File: src/rtl/mips_lsu_pkg.sv
// Shared types, widths and lane helpers for the MIPS32 load/store unit.
package mips_lsu_pkg;

  localparam int unsigned ADDR_W  = 32;
  localparam int unsigned DATA_W  = 32;
  localparam int unsigned WADDR_W = 30;
  localparam int unsigned BE_W    = 4;
  localparam int unsigned TMO_W   = 8;

  typedef enum logic [2:0] {
    IDLE,
    RD_WAIT,
    WR,
    WR_WAIT,
    DONE
  } lsu_state_t;

  typedef enum logic [1:0] {
    SZ_BYTE,
    SZ_HALF,
    SZ_WORD,
    SZ_RSVD
  } lsu_size_t;

  // Big-endian byte enables; bit 3 is the most significant lane.
  function automatic logic [BE_W-1:0] byte_enable(lsu_size_t size, logic [1:0] offset);
    case (size)
      SZ_BYTE: return 4'b1000 >> offset;
      SZ_HALF: return offset[1] ? 4'b0011 : 4'b1100;
      SZ_WORD: return 4'b1111;
      default: return 4'b0000;
    endcase
  endfunction

  function automatic logic misaligned(lsu_size_t size, logic [1:0] offset);
    case (size)
      SZ_HALF: return offset[0];
      SZ_WORD: return offset != 2'b00;
      default: return 1'b0;
    endcase
  endfunction

endpackage

File: src/rtl/mips_lsu_if.sv
// Pipeline request/response and data-memory bus of the load/store unit.
interface mips_lsu_if;
  import mips_lsu_pkg::*;

  logic               M_MemRead;
  logic               M_MemWrite;
  logic [1:0]         M_Size;
  logic               M_Unsigned;
  logic [ADDR_W-1:0]  M_Address;
  logic [DATA_W-1:0]  M_WriteData;
  logic [DATA_W-1:0]  M_ReadData;
  logic               M_Stall;
  logic               M_AddrError;
  logic               M_BusError;
  logic [DATA_W-1:0]  DataMem_In;
  logic               DataMem_Ready;
  logic               DataMem_Read;
  logic [BE_W-1:0]    DataMem_Write;
  logic [WADDR_W-1:0] DataMem_Address;
  logic [DATA_W-1:0]  DataMem_Out;

  // The LSU masters the memory bus and answers the pipeline.
  modport master (
    input  M_MemRead, M_MemWrite, M_Size, M_Unsigned, M_Address, M_WriteData,
    input  DataMem_In, DataMem_Ready,
    output M_ReadData, M_Stall, M_AddrError, M_BusError,
    output DataMem_Read, DataMem_Write, DataMem_Address, DataMem_Out
  );

  modport slave (
    output M_MemRead, M_MemWrite, M_Size, M_Unsigned, M_Address, M_WriteData,
    output DataMem_In, DataMem_Ready,
    input  M_ReadData, M_Stall, M_AddrError, M_BusError,
    input  DataMem_Read, DataMem_Write, DataMem_Address, DataMem_Out
  );
endinterface

File: src/rtl/mips_lsu_align.sv
// Store-lane replication and big-endian load-lane extraction with sign/zero extension.
module mips_lsu_align
  import mips_lsu_pkg::*;
(
  input  lsu_size_t         size,
  input  logic [1:0]        offset,
  input  logic              zero_ext,
  input  logic [DATA_W-1:0] store_data,
  input  logic [DATA_W-1:0] mem_data,
  output logic [DATA_W-1:0] store_lanes_c,
  output logic [DATA_W-1:0] load_data_c
);

  logic [7:0]  lane_b;
  logic [15:0] lane_h;

  always_comb begin
    store_lanes_c = store_data;
    case (size)
      SZ_BYTE: store_lanes_c = {4{store_data[7:0]}};
      SZ_HALF: store_lanes_c = {2{store_data[15:0]}};
      default: store_lanes_c = store_data;
    endcase
  end

  // Offset 0 is the most significant byte of the word.
  always_comb begin
    lane_b = mem_data[31:24];
    case (offset)
      2'd0:    lane_b = mem_data[31:24];
      2'd1:    lane_b = mem_data[23:16];
      2'd2:    lane_b = mem_data[15:8];
      default: lane_b = mem_data[7:0];
    endcase
    lane_h = offset[1] ? mem_data[15:0] : mem_data[31:16];
  end

  always_comb begin
    load_data_c = mem_data;
    case (size)
      SZ_BYTE: load_data_c = zero_ext ? {24'h0, lane_b} : {{24{lane_b[7]}}, lane_b};
      SZ_HALF: load_data_c = zero_ext ? {16'h0, lane_h} : {{16{lane_h[15]}}, lane_h};
      default: load_data_c = mem_data;
    endcase
  end

endmodule

File: src/rtl/mips_lsu.sv
// MIPS32 memory-stage load/store unit: issues word-addressed accesses, stalls
// the pipeline until completion and flags alignment faults and bus timeouts.
module mips_lsu
  import mips_lsu_pkg::*;
#(
  parameter bit          WRITE_ACK      = 1'b1,
  parameter int unsigned TIMEOUT_CYCLES = 255
) (
  input logic        clock,
  input logic        reset,
  mips_lsu_if.master bus
);

  lsu_state_t         state, state_next;
  lsu_size_t          size;
  logic [1:0]         offset;
  logic               req_error, issue, expire;
  logic [TMO_W-1:0]   tmo_cnt, cnt_d;
  logic               rd_q, rd_d;
  logic [BE_W-1:0]    we_q, we_d;
  logic [WADDR_W-1:0] addr_q, addr_d;
  logic [DATA_W-1:0]  out_q, out_d;
  logic [DATA_W-1:0]  rdata_q, rdata_d;
  logic               buserr_q, buserr_d;
  logic [DATA_W-1:0]  store_lanes_c, load_data_c;
  logic               stall_c, addr_error_c;

  assign size   = lsu_size_t'(bus.M_Size);
  assign offset = bus.M_Address[1:0];

  assign req_error = (bus.M_MemRead | bus.M_MemWrite) &
                     ((bus.M_MemRead & bus.M_MemWrite) | (size == SZ_RSVD) |
                      misaligned(size, offset));
  assign issue     = (bus.M_MemRead ^ bus.M_MemWrite) & ~req_error;
  // Counter starts at 0 on the first wait cycle, so expiry is on the last allowed one.
  assign expire    = (tmo_cnt == TMO_W'(TIMEOUT_CYCLES - 1));

  mips_lsu_align u_align (
    .size          (size),
    .offset        (offset),
    .zero_ext      (bus.M_Unsigned),
    .store_data    (bus.M_WriteData),
    .mem_data      (bus.DataMem_In),
    .store_lanes_c (store_lanes_c),
    .load_data_c   (load_data_c)
  );

  always_ff @(posedge clock) begin
    if (reset) state <= IDLE;
    else       state <= state_next;
  end

  always_comb begin
    state_next = state;
    case (state)
      IDLE:    if (issue) state_next = bus.M_MemRead ? RD_WAIT : WR;
      RD_WAIT: if (bus.DataMem_Ready || expire) state_next = DONE;
      WR:      state_next = WRITE_ACK ? WR_WAIT : DONE;
      WR_WAIT: if (bus.DataMem_Ready || expire) state_next = DONE;
      DONE:    state_next = IDLE;
      default: state_next = IDLE;
    endcase
  end

  // Ready takes priority over timeout expiry in the wait states.
  always_comb begin
    stall_c      = 1'b0;
    addr_error_c = 1'b0;
    rd_d         = 1'b0;
    we_d         = '0;
    addr_d       = addr_q;
    out_d        = out_q;
    rdata_d      = rdata_q;
    buserr_d     = 1'b0;
    cnt_d        = tmo_cnt;
    case (state)
      IDLE: begin
        addr_error_c = req_error & ~reset;
        if (issue) begin
          stall_c = 1'b1;
          addr_d  = bus.M_Address[31:2];
          cnt_d   = '0;
          if (bus.M_MemRead) begin
            rd_d = 1'b1;
          end else begin
            we_d  = byte_enable(size, offset);
            out_d = store_lanes_c;
          end
        end
      end
      RD_WAIT: begin
        stall_c = 1'b1;
        if (bus.DataMem_Ready) begin
          rdata_d = load_data_c;
        end else if (expire) begin
          rdata_d  = '0;
          buserr_d = 1'b1;
        end else begin
          rd_d  = 1'b1;
          cnt_d = tmo_cnt + TMO_W'(1);
        end
      end
      WR: begin
        stall_c = 1'b1;
        cnt_d   = '0;
      end
      WR_WAIT: begin
        stall_c = 1'b1;
        if (!bus.DataMem_Ready) begin
          if (expire) buserr_d = 1'b1;
          else        cnt_d    = tmo_cnt + TMO_W'(1);
        end
      end
      default: stall_c = 1'b0;
    endcase
  end

  always_ff @(posedge clock) begin
    if (reset) begin
      rd_q     <= 1'b0;
      we_q     <= '0;
      addr_q   <= '0;
      out_q    <= '0;
      rdata_q  <= '0;
      buserr_q <= 1'b0;
      tmo_cnt  <= '0;
    end else begin
      rd_q     <= rd_d;
      we_q     <= we_d;
      addr_q   <= addr_d;
      out_q    <= out_d;
      rdata_q  <= rdata_d;
      buserr_q <= buserr_d;
      tmo_cnt  <= cnt_d;
    end
  end

  assign bus.DataMem_Read    = rd_q;
  assign bus.DataMem_Write   = we_q;
  assign bus.DataMem_Address = addr_q;
  assign bus.DataMem_Out     = out_q;
  assign bus.M_ReadData      = rdata_q;
  assign bus.M_BusError      = buserr_q;
  assign bus.M_Stall         = stall_c;
  assign bus.M_AddrError     = addr_error_c;

endmodule

File: src/flat_wrapper.sv
// flat-port wrapper written by rule: the top's interface ports become plain ports
module mips_lsu_flat import mips_lsu_pkg::*;
#(
  parameter bit          WRITE_ACK      = 1'b1,
  parameter int unsigned TIMEOUT_CYCLES = 255
)
  (clock, reset, bus_M_MemRead, bus_M_MemWrite, bus_M_Size, bus_M_Unsigned, bus_M_Address, bus_M_WriteData, bus_DataMem_In, bus_DataMem_Ready, bus_M_ReadData, bus_M_Stall, bus_M_AddrError, bus_M_BusError, bus_DataMem_Read, bus_DataMem_Write, bus_DataMem_Address, bus_DataMem_Out);
  mips_lsu_if bus_i ();
  input logic clock;
  input logic reset;
  input wire logic [$bits(bus_i.M_MemRead)-1:0] bus_M_MemRead;
  input wire logic [$bits(bus_i.M_MemWrite)-1:0] bus_M_MemWrite;
  input wire logic [$bits(bus_i.M_Size)-1:0] bus_M_Size;
  input wire logic [$bits(bus_i.M_Unsigned)-1:0] bus_M_Unsigned;
  input wire logic [$bits(bus_i.M_Address)-1:0] bus_M_Address;
  input wire logic [$bits(bus_i.M_WriteData)-1:0] bus_M_WriteData;
  input wire logic [$bits(bus_i.DataMem_In)-1:0] bus_DataMem_In;
  input wire logic [$bits(bus_i.DataMem_Ready)-1:0] bus_DataMem_Ready;
  output wire logic [$bits(bus_i.M_ReadData)-1:0] bus_M_ReadData;
  output wire logic [$bits(bus_i.M_Stall)-1:0] bus_M_Stall;
  output wire logic [$bits(bus_i.M_AddrError)-1:0] bus_M_AddrError;
  output wire logic [$bits(bus_i.M_BusError)-1:0] bus_M_BusError;
  output wire logic [$bits(bus_i.DataMem_Read)-1:0] bus_DataMem_Read;
  output wire logic [$bits(bus_i.DataMem_Write)-1:0] bus_DataMem_Write;
  output wire logic [$bits(bus_i.DataMem_Address)-1:0] bus_DataMem_Address;
  output wire logic [$bits(bus_i.DataMem_Out)-1:0] bus_DataMem_Out;
  assign bus_i.M_MemRead = bus_M_MemRead;
  assign bus_i.M_MemWrite = bus_M_MemWrite;
  assign bus_i.M_Size = bus_M_Size;
  assign bus_i.M_Unsigned = bus_M_Unsigned;
  assign bus_i.M_Address = bus_M_Address;
  assign bus_i.M_WriteData = bus_M_WriteData;
  assign bus_i.DataMem_In = bus_DataMem_In;
  assign bus_i.DataMem_Ready = bus_DataMem_Ready;
  assign bus_M_ReadData = bus_i.M_ReadData;
  assign bus_M_Stall = bus_i.M_Stall;
  assign bus_M_AddrError = bus_i.M_AddrError;
  assign bus_M_BusError = bus_i.M_BusError;
  assign bus_DataMem_Read = bus_i.DataMem_Read;
  assign bus_DataMem_Write = bus_i.DataMem_Write;
  assign bus_DataMem_Address = bus_i.DataMem_Address;
  assign bus_DataMem_Out = bus_i.DataMem_Out;
  mips_lsu #(.WRITE_ACK(WRITE_ACK), .TIMEOUT_CYCLES(TIMEOUT_CYCLES)) u_core (.clock(clock), .reset(reset), .bus(bus_i));
endmodule
File: config.mk
export PLATFORM = sky130hd
export DESIGN_NAME = mips_lsu_flat
export DESIGN_NICKNAME = d
export VERILOG_FILES = /design/src/rtl/mips_lsu_pkg.sv /design/src/rtl/mips_lsu_if.sv /design/src/rtl/mips_lsu_align.sv /design/src/rtl/mips_lsu.sv /design/src/flat_wrapper.sv
export SDC_FILE = /design/constraint.sdc
export NUM_CORES = 1
export LEC_CHECK = 0
export BUFFER_PORTS_ARGS = -buffer_cell sky130_fd_sc_hd__buf_2
export CORE_UTILIZATION = 40
export CTS_BUF_LIST = sky130_fd_sc_hd__clkbuf_2 sky130_fd_sc_hd__clkbuf_4 sky130_fd_sc_hd__clkbuf_8
export DETAILED_ROUTE_END_ITERATION = 8
export PLACE_DENSITY = 0.69
export SLEW_MARGIN = 20
export SYNTH_ARGS = -nofsm -noshare
export SYNTH_HDL_FRONTEND = slang
export SYNTH_SLANG_ARGS = --single-unit
File: constraint.sdc
create_clock -name clock -period 3.65 [get_ports clock]
set_clock_uncertainty 0.2 [all_clocks]
set_input_delay 0.9125 -clock clock [delete_from_list [all_inputs] [get_ports clock]]
set_output_delay 0.9125 -clock clock [all_outputs]
set_load 0.03 [all_outputs]
== Word-level counts from Yosys, hierarchy flattened ==
Cells that the tools add are included.

* Register bits after elaboration: 111
* Input port bits: 104
* Word-level logic and storage cells: 81

* Add/sub/neg operators: 1
* Equality and inequality tests: 13
* Shift-type cells: 1
* Multiplexer cells: 28
* Bitwise operators: 14
* Reduce and logical (&&, ||, !) cells: 16

{| class="wikitable"
|+ Operator list
! kind !! count
|-
| $mux W32 || 4
|-
| $pmux W32 S2 || 2
|-
| $pmux W8 S3 || 2
|-
| $mux W8 || 3
|-
| $mux W16 || 1
|-
| $pmux W4 S3 || 1
|-
| $pmux W3 S3 || 1
|-
| $add A8 B1 Y8 const B || 1
|-
| $eq A8 B8 Y1 const B || 1
|-
| $mux W1 || 7
|-
| $eq A2 B2 Y1 const B || 3
|-
| $eq A3 B2 Y1 const B || 2
|-
| $mux W3 || 2
|-
| $not A1 Y1 || 6
|-
| $pmux W1 S2 || 3
|-
| $reduce_and A2 Y1 || 3
|-
| $reduce_or A3 Y1 || 2
|-
| $and A1 B1 Y1 || 4
|-
| $eq A2 B1 Y1 const B || 2
|-
| $logic_not A2 Y1 || 2
|-
| $mux W4 || 1
|-
| $ne A2 B1 Y1 const B || 2
|-
| $ne A2 B2 Y1 const B || 2
|-
| $reduce_and A4 Y1 || 1
|-
| other kinds (12) || 15
|}

== Logic depth before layout (Yosys ltp) ==
Gate-level depths: netlist of the first run.

* Word-level depth: 8
* Depth in mapped cells: 9
* Mapped depth without buffers: 6

== Modules after synthesis ==
From an unflattened synthesis of the first run, not the netlist that was laid out.

* Cell total of the unflattened synthesis: 720
* Area, all modules: 5880.6 um^2

{| class="wikitable"
|+ Modules (own cells, without submodules)
! module !! times used !! cells an instance !! area each (um^2) !! sequential area each (um^2)
|-
| mips_lsu || 1 || 556 || 4690.7 || 2222.1
|-
| mips_lsu_align || 1 || 164 || 1189.9 || 0.0
|}

== Worst setup path before layout of the first run ==
No wires, ideal clock.

* Path kind: input to output
* Start point: in bus_M_Size[0]
* End point: out bus_M_Stall
* Arrival: 2298 ps
* Data required time: 2538 ps
* Slack: 239 ps
* Stages on the path: 6
* Path buffers: 0
* Cell sequence: inv_1 -> ha_1 -> a211o_1 -> o211ai_4 -> a211oi_1 -> nor2_1

* Longest elaborated chain between the ends: 8
* Elaborated cells on any way between the ends: 11
* Those cells by class: eq/ne (3); mux (3); bitwise (5)

{| class="wikitable"
|+ RTL lines
! what !! line !! RTL
|-
| start: declaration || flat_wrapper.sv:13 || <nowiki>input wire logic [$bits(bus_i.M_Size)-1:0] bus_M_Size;</nowiki>
|-
| $eq A2 B2 Y1 (tied with other cells) || mips_lsu_pkg.sv:36 || <nowiki>case (size)</nowiki>
|-
| $pmux W1 S2 or $or A1 B1 Y1 (tied branches) || mips_lsu_pkg.sv:36, mips_lsu.sv:32 ||
|-
| $or A1 B1 Y1 * || mips_lsu.sv:32 || <nowiki>((bus.M_MemRead & bus.M_MemWrite) | (size == SZ_RSVD) |</nowiki>
|-
| $and A1 B1 Y1 * || mips_lsu.sv:31 || <nowiki>assign req_error = (bus.M_MemRead | bus.M_MemWrite) &</nowiki>
|-
| $not A1 Y1 * || mips_lsu.sv:34 || <nowiki>assign issue = (bus.M_MemRead ^ bus.M_MemWrite) & ~req_error;</nowiki>
|-
| $and A1 B1 Y1 * || mips_lsu.sv:34 ||
|-
| $mux W1 * || mips_lsu.sv:79 || <nowiki>if (issue) begin</nowiki>
|-
| $pmux W1 S2 * || mips_lsu.sv:76 || <nowiki>case (state)</nowiki>
|-
| end: declaration || flat_wrapper.sv:20 || <nowiki>output wire logic [$bits(bus_i.M_Stall)-1:0] bus_M_Stall;</nowiki>
|}

Every way passes the cells marked *; elsewhere a longest branch is shown, timed or not.

== Final worst setup path of the first run ==
Same ends and word-level chain as after synthesis.

==> results of run 1 <==
==> power breakdown <==
| part | internal (W) | switching, W | total (W) |
|---|---|---|---|
| combinational | 0.000240 | 0.000448 | 0.000688 |
| sequential | 0.00129 | 0.0000421 | 0.00133 |
| clock | 0.000320 | 0.000442 | 0.000762 |
==> kinds of logic after synthesis <==
logic type,Yosys count
compound gates,148
xor+xnor,5
fa+ha+maj,8
buf+inv,52
flops,111
mux,39
simple gates,168
==> layout by cell type (no fill, tap or decap), types with 2 or more instances in the layout <==
cell type  synthesis  final
buf_2             12    205
dfxtp_1          111    111
nand2_1           95     95
mux2i_1           37     37
a21oi_1           36     36
a311oi_1          27     27
nor2_1            18     18
a221o_1           16     16
o2bb2ai_1         15     15
a221oi_1          14     14
buf_4              3     14
nand3_1           12     12
o21ai_0           11     11
nand2b_1          10     10
clkbuf_8           0      9
inv_1              9      8
a22oi_1            8      8
ha_1               8      8
nor4_1             4      4
nand4_1            4      4
nor3_1             4      4
and4_1             4      3
nor2b_1            3      3
a21o_1             3      3
and3_1             3      3
o211ai_1           3      3
xor2_1             3      3
clkinv_2           0      3
a211o_1            2      2
or3_1              2      2
a211oi_1           2      2
nand4b_1           2      2
xnor2_1            2      2
==> final cells by class <==
type | count | area [um^2]
antenna | 1 | 2.50
clock buffer | 9 | 124
clock inverter | 7 | 72.6
fill | 1151 | 5760
inverter | 9 | 33.8
multi-input combinational | 368 | 2460
sequential | 111 | 2220
tap | 147 | 184
timing repair buffer | 220 | 1150
==> layer usage <==
metal  track usage  up-vias  wire length, um  part of all wire
met5             0        -                0                 0
met4        0.0930        0              334             0.024
met2         0.333      195             6160              0.44
met3        0.0471       25             1020             0.073
met1         0.303     2240             6520              0.46
li1              -     2342                -                 -
==> final timing paths <==
check | from | endpoint | slack [ns] | cells past startpoint
min reg2reg | u_core.bus.DataMem_Address[10] | u_core.bus.DataMem_Address[10] | 0.26 | 2
max | bus_M_Size[0] | bus_M_Stall | 0.16 | 8
max reg2reg | u_core.tmo_cnt[0] | u_core.bus.M_ReadData[4] | 1.00 | 7
min | u_core.bus.DataMem_Address[10] | u_core.bus.DataMem_Address[10] | 0.26 | 2
==> flip-flops by register name, indices dropped and copies added, names as in the netlist <==
signal                      count
u_core.bus.M_BusError           1
u_core.state                    3
u_core.bus.DataMem_Out         32
u_core.bus.DataMem_Address     30
u_core.bus.DataMem_Read         1
u_core.bus.M_ReadData          32
u_core.tmo_cnt                  8
u_core.bus.DataMem_Write        4
==> worst max-delay path: cells and delay by family <==
family,cells,cell delay (ns)
adders and majority gates,1,0.29
AOI/OAI and AO/OA,2,0.23
and+or+nand+nor,2,0.53
buffers and inverters,3,0.41
==> through the flow <==
step                      hold slack (ns)   util  setup WS, ns  cells
final                               0.256  0.521         0.156    872
after global routing                0.278  0.520        0.0715    871
after CTS                           0.262  0.520         0.180    871
after detailed placement            0.243  0.504         0.191    855
after global placement              0.235  0.504         0.239    855
after floorplan                     0.280      -         0.239    531
==> flow_summary_export.csv, run 1 <==
group,metric,value,unit
detailed_routing,drt_wl_total,14.0,mm
yosys,yosysTopAreaCellShare,0.451,
worst_setup_path,path_cells,"buf_2, inv_1, ha_1, or3_1, o211ai_4, a211oi_1, nor2_1, buf_2",
worst_setup_path,critical-path-slowest-cell,"or3_1",
cts,path_clk_slew,0.10,ns
cts,cts_resized,0,
yosys,synth_area,0.00492,mm^2
yosys,synthXorXnorAreaFrac,0.00890,
min_path,min_path_type,"register to register",
sta,tightest_slew,1.02,ns
sta,finalCriticalPeriod,3.49,ns
detailed_routing,routed_via_density,5.51,
cts,cts_tree,"done",
power_and_ir_drop,fin_total_pwr,0.00278,W
run,maxCapViolations,0,
worst_setup_path,end_kind,"output pin",
yosys,ys_types,54,
sta,fmax,286,MHz
worst_setup_path,crit_path_max_incr_delay,0.42,ns
yosys,synth_flop_cell,"dfxtp_1",
yosys,ys_seq_elements,111,
power_and_ir_drop,p_leak,2.87,nW
floorplanning,rows,40,
worst_setup_path,worstSetupPathType,"primary input to output pin",
sta,fin_setup_tns,0,ns
yosys,synth_top_family_by_area,"compound AO/OA/AOI/OAI gates",
yosys,synth.avg_cell_area,9.27,um^2
placement,dpl_cell_area,0.00605,mm^2
floorplanning,pin_count,206,
finish,drive_gt1_frac,0.341,
sta,relSlewSlack,0.317,
detailed_routing,wire_per_inst,16.1,um
cts,clockBufferDepth,2,
yosys,synth.mux.area_fraction,0.0821,
detailed_routing,drcViolationCount,0,
worst_setup_path,start_kind,"primary input",
placement,io_buffer_count,205,
floorplanning,die_height,113,um
floorplanning,core,0.0120,mm^2
floorplanning,die_w,113,um
cts,cts_buffers,9,
sta,hold_viol,0,
cts,root_buffer,"clkbuf_8",
yosys,synth.area.top_cells,"dfxtp_1 45%, mux2i_1 7.5%, nand2_1 7.2%",
worst_setup_path,path_max_fanout,3,
floorplanning,initial_utilization,0.410,
yosys,synth_common_cells,"111 x dfxtp_1, 95 x nand2_1, 37 x mux2i_1",
yosys,synthArstFlopShare,0,
worst_setup_path,cp.arrival,2.38,ns
sta,grt_setup_unrepaired,"no",
yosys,synth_most_common_cell,"dfxtp_1",
sta,slew_violations,0,
detailed_routing,vias,4802,
yosys,synth_area_leader_cell,"dfxtp_1",
yosys,synth_seq_area_share,0.451,
global_routing,grt_pass1_vias,4413,
status,outcome,"finished clean",
global_routing,grt_pass1_wl,22.5,mm
global_routing,grt_usage,0.220,
sta,setup_viol,0,
cts,clk_latency,0.38,ns
placement,dp_hpwl,10.3,mm
yosys,yosys.area_share.simple,0.158,
finish,nNetsFinal,831,
worst_setup_path,crit_path_frequent_cell,"buf_2",
yosys,synth-adder-area-share,0.0203,
finish,syn_to_final_growth,27.0,%
placement,place_congestion,0.917,
floorplanning,fp.dieArea,0.0128,mm^2
yosys,syn_nets,643,
sta,period_share,0.957,
global_routing,grt-ovfl-total,0,
detailed_routing,drt_pre_antenna_iters,5,
global_routing,grt_start_max_net_pins,63,
yosys,synth_edf_count,0,
finish,postLayoutCellArea,0.00625,mm^2
global_routing,grt_antenna_before_repair,0,
cts,numClockSinks,111,
detailed_routing,drt_iter0_drc,318,
detailed_routing,antenna_left,0,
cts,post-cts-setup-buffer-count,0,
cts,htreeDepth,3,
yosys,synth_compound_area_frac,0.230,
yosys,netlist_instances,531,
worst_setup_path,cp.required,2.54,ns
power_and_ir_drop,power_density,445,mW/mm^2
power_and_ir_drop,peakVddDrop,0.000184,V
yosys,yosys_warnings,0,
cts,hold_buffers,0,
No activity file was read; power rests on OpenSTA's default activity.
==> run 2: changes to the inputs <==
--- a/config.mk
+++ b/config.mk
@@ -5,11 +5,13 @@
 export SDC_FILE = /design/constraint.sdc
 export NUM_CORES = 1
 export LEC_CHECK = 0
+export ABC_AREA = 1
 export BUFFER_PORTS_ARGS = -buffer_cell sky130_fd_sc_hd__buf_2
 export CORE_UTILIZATION = 40
 export CTS_BUF_LIST = sky130_fd_sc_hd__clkbuf_2 sky130_fd_sc_hd__clkbuf_4 sky130_fd_sc_hd__clkbuf_8
 export DETAILED_ROUTE_END_ITERATION = 8
-export PLACE_DENSITY = 0.69
+export GPL_TIMING_DRIVEN = 0
+export PLACE_DENSITY = 0.68
 export SLEW_MARGIN = 20
 export SYNTH_ARGS = -nofsm -noshare
 export SYNTH_HDL_FRONTEND = slang
==> run 2 against run 1 <==
Net effect: non-clock buffer count is 21 higher; hold slack worse by 0.0035 ns; synthesized area is 7.1% higher; final area is 7.0% higher; clock-buffer cell count is 2 higher.
==> flow_summary_export.csv, run 2 <==
group,metric,value,unit
min_path,hold_end,"u_core.bus.DataMem_Out[20]",
sta,period_share,0.951,
detailed_routing,wl_met2,6.92,mm
power_and_ir_drop,p_leak,3.18,nW
finish,nNetsFinal,1058,
detailed_routing,drt_iter0_drc,296,
cts,path_clk_slew,0.10,ns
detailed_routing,routed_via_density,4.82,
min_path,hold_start,"u_core.bus.DataMem_Out[20]",
yosys,synth.area.top_cells,"dfxtp_1 42%, nand2_1 16%, a21oi_1 9.4%",
power_and_ir_drop,peakVddDrop,0.000269,V
worst_setup_path,crit_path_max_incr_delay,0.24,ns
placement,place_congestion,0.868,
global_routing,grt_antenna_before_repair,1,
worst_setup_path,rr_worst_depth,10,
sta,relSlewSlack,0.624,
run,maxCapViolations,0,
yosys,synth_common_cells,"221 x nand2_1, 111 x dfxtp_1, 99 x a21oi_1",
finish,num-fill-cells,1365,
detailed_routing,top_layer_used,"met4",
floorplanning,die_w,117,um
worst_setup_path,path_cells,"buf_2, inv_1, ha_1, buf_2, nand2_1, nand2_1, nand2_1, nand2_1, nand2_2, nand3_4, nand2_2, buf_2",
floorplanning,rows,41,
worst_setup_path,reg2reg_to,"u_core.bus.M_ReadData[15]",
detailed_routing,route.met3.wl,1.17,mm
finish,area.sequential,0.00222,mm^2
sta,grt_setup_unrepaired,"no",
worst_setup_path,worstSetupPathType,"primary input to output pin",
worst_setup_path,crit_path_frequent_cell,"nand2_1",
yosys,ys_seq_elements,111,
placement,dp_cells,1107,
min_path,min_path_cells,2,
yosys,yosys_warnings,0,
placement,dp_hpwl,11.6,mm
floorplanning,initial_utilization,0.415,
detailed_routing,met1Wirelength,6.83,mm
yosys,synth_flop_cell,"dfxtp_1",
global_routing,grt_pass1_vias,4814,
sta,slew_violations,0,
detailed_routing,drt_wl_total,15.1,mm
finish,syn_to_final_growth,26.9,%
cts,post-cts-setup-buffer-count,0,
yosys,synth_seq_area_share,0.421,
yosys,netlist_instances,732,
floorplanning,pin_count,206,
worst_setup_path,rrSetupSlack,1.72,ns
sta,setup_viol,0,
cts,clk_latency,0.39,ns
cts,cts_buffers,9,
worst_setup_path,path_max_fanout,9,
finish,final_common_cell,"nand2_1",
placement,io_buffer_count,203,
sta,hold_viol,0,
yosys,synth_area_leader_cell,"dfxtp_1",
global_routing,grt_start_max_net_pins,17,
cts,cts_tree,"done",
worst_setup_path,cp.required,2.54,ns
detailed_routing,drt_pre_antenna_iters,5,
floorplanning,fp.dieArea,0.0136,mm^2
floorplanning,core,0.0127,mm^2
power_and_ir_drop,power_density,437,mW/mm^2
worst_setup_path,cp.arrival,2.36,ns
finish,final_cell_mix,"221 x nand2_1, 214 x buf_2, 111 x dfxtp_1, 99 x a21oi_1, 73 x inv_1",
sta,fin_setup_tns,0,ns
yosys,syn_nets,844,
finish,multi_input_area,0.00253,mm^2
cts,hold_buffers,0,
yosys,ys_types,33,
yosys,synth.avg_cell_area,7.20,um^2
finish,drive_gt1_frac,0.299,
sta,finalCriticalPeriod,3.47,ns
cts,clockBufferDepth,2,
global_routing,grt-ovfl-total,0,
global_routing,grt_pass1_wl,23.2,mm
worst_setup_path,r2r-start,"u_core.tmo_cnt[3]",
min_path,min_path_type,"register to register",
detailed_routing,antenna_left,0,
worst_setup_path,start_kind,"primary input",
yosys,synth_edf_count,0,
cts,numClockSinks,111,
cts,cts_resized,0,
global_routing,grt_usage,0.220,
yosys,synth_most_common_cell,"nand2_1",
detailed_routing,vias,5407,
status,outcome,"finished clean",
finish,fin_cells,1122,
worst_setup_path,critical-path-slowest-cell,"buf_2",
cts,htreeDepth,3,
cts,root_buffer,"clkbuf_8",
yosys,synth_area,0.00527,mm^2
sta,fmax,288,MHz
sta,tightest_slew,0.561,ns
detailed_routing,wire_per_inst,13.5,um
detailed_routing,drcViolationCount,0,
floorplanning,die_height,117,um
yosys,synthArstFlopShare,0,
worst_setup_path,end_kind,"output pin",
yosys,yosysTopAreaCellShare,0.421,
## run 2: cell types whose count changed after synthesis, sizes merged, moves of 18 or more
cell	change
a21oi	+89
a311oi	-27
inv	+69
mux2i	-37
nand2	+131
nand3	+18
nor2	+34
## run 2: metrics by stage
| step | hold WS [ns] | area (um^2) | worst slack (ns) | power, W | util |
|---|---|---|---|---|---|
| 2_1_floorplan | 0.266 | 5270 | 0.336 | 0.00195 | - |
| 3_3_place_gp | 0.235 | 6500 | 0.175 | 0.00220 | 0.511 |
| 3_5_place_dp | 0.236 | 6500 | 0.169 | 0.00221 | 0.511 |
| 4_1_cts | 0.255 | 6690 | 0.159 | 0.00295 | 0.526 |
| 5_1_grt | 0.264 | 6690 | 0.0592 | 0.00309 | 0.526 |
| 6_report | 0.252 | 6690 | 0.180 | 0.00293 | 0.526 |
## run 2: power by group
part           leakage, nW  internal (W)  switching (W)
sequential           0.903       0.00130      0.0000484
combinational         2.19      0.000260       0.000569
clock               0.0923      0.000327       0.000419
## run 2: worst max-delay path, delay by kind of cell
family / cells / cell delay (ns)
buf+inv: 4 / 0.56
simple gates: 7 / 0.71
fa+ha+maj: 1 / 0.16
## run 2: layout make-up
class	instances	share of cell area
Clock buffer	11	0.0208
Clock inverter	3	0.00692
Inverter	78	0.0437
Multi-Input combinational cell	505	0.378
Timing Repair Buffer	203	0.152
Sequential cell	111	0.332
Buffer	38	0.0340
Tap cell	172	0.0322
Antenna cell	1	0.000374
## run 2: per-layer routing
metal	GRT usage	vias to the layer above
li1	-	2789
met3	0.0680	19
met2	0.364	195
met5	0	-
met1	0.277	2404
met4	0.0658	0
## run 2: worst max-delay path by stage
stage,end,cells after the start,start,slack [ns]
detailed placement,bus_M_Stall,12,bus_M_Size[1],0.17
global route,bus_M_Stall,12,bus_M_Size[1],0.06
CTS,bus_M_Stall,12,bus_M_Size[1],0.16
floorplan,bus_M_AddrError,9,bus_M_Size[1],0.34
finish,bus_M_Stall,12,bus_M_Size[1],0.18
global placement,bus_M_Stall,12,bus_M_Size[1],0.18
## run 2: logic make-up after synthesis
logic type,count (synthesis),share of synthesized area
flip-flops,111,0.421
AND/OR/NAND/NOR,314,0.249
buffers and inverters,116,0.0987
AO/OA/AOI/OAI,178,0.204
adder cells (fa/ha/maj),8,0.0190
XOR/XNOR,5,0.00831
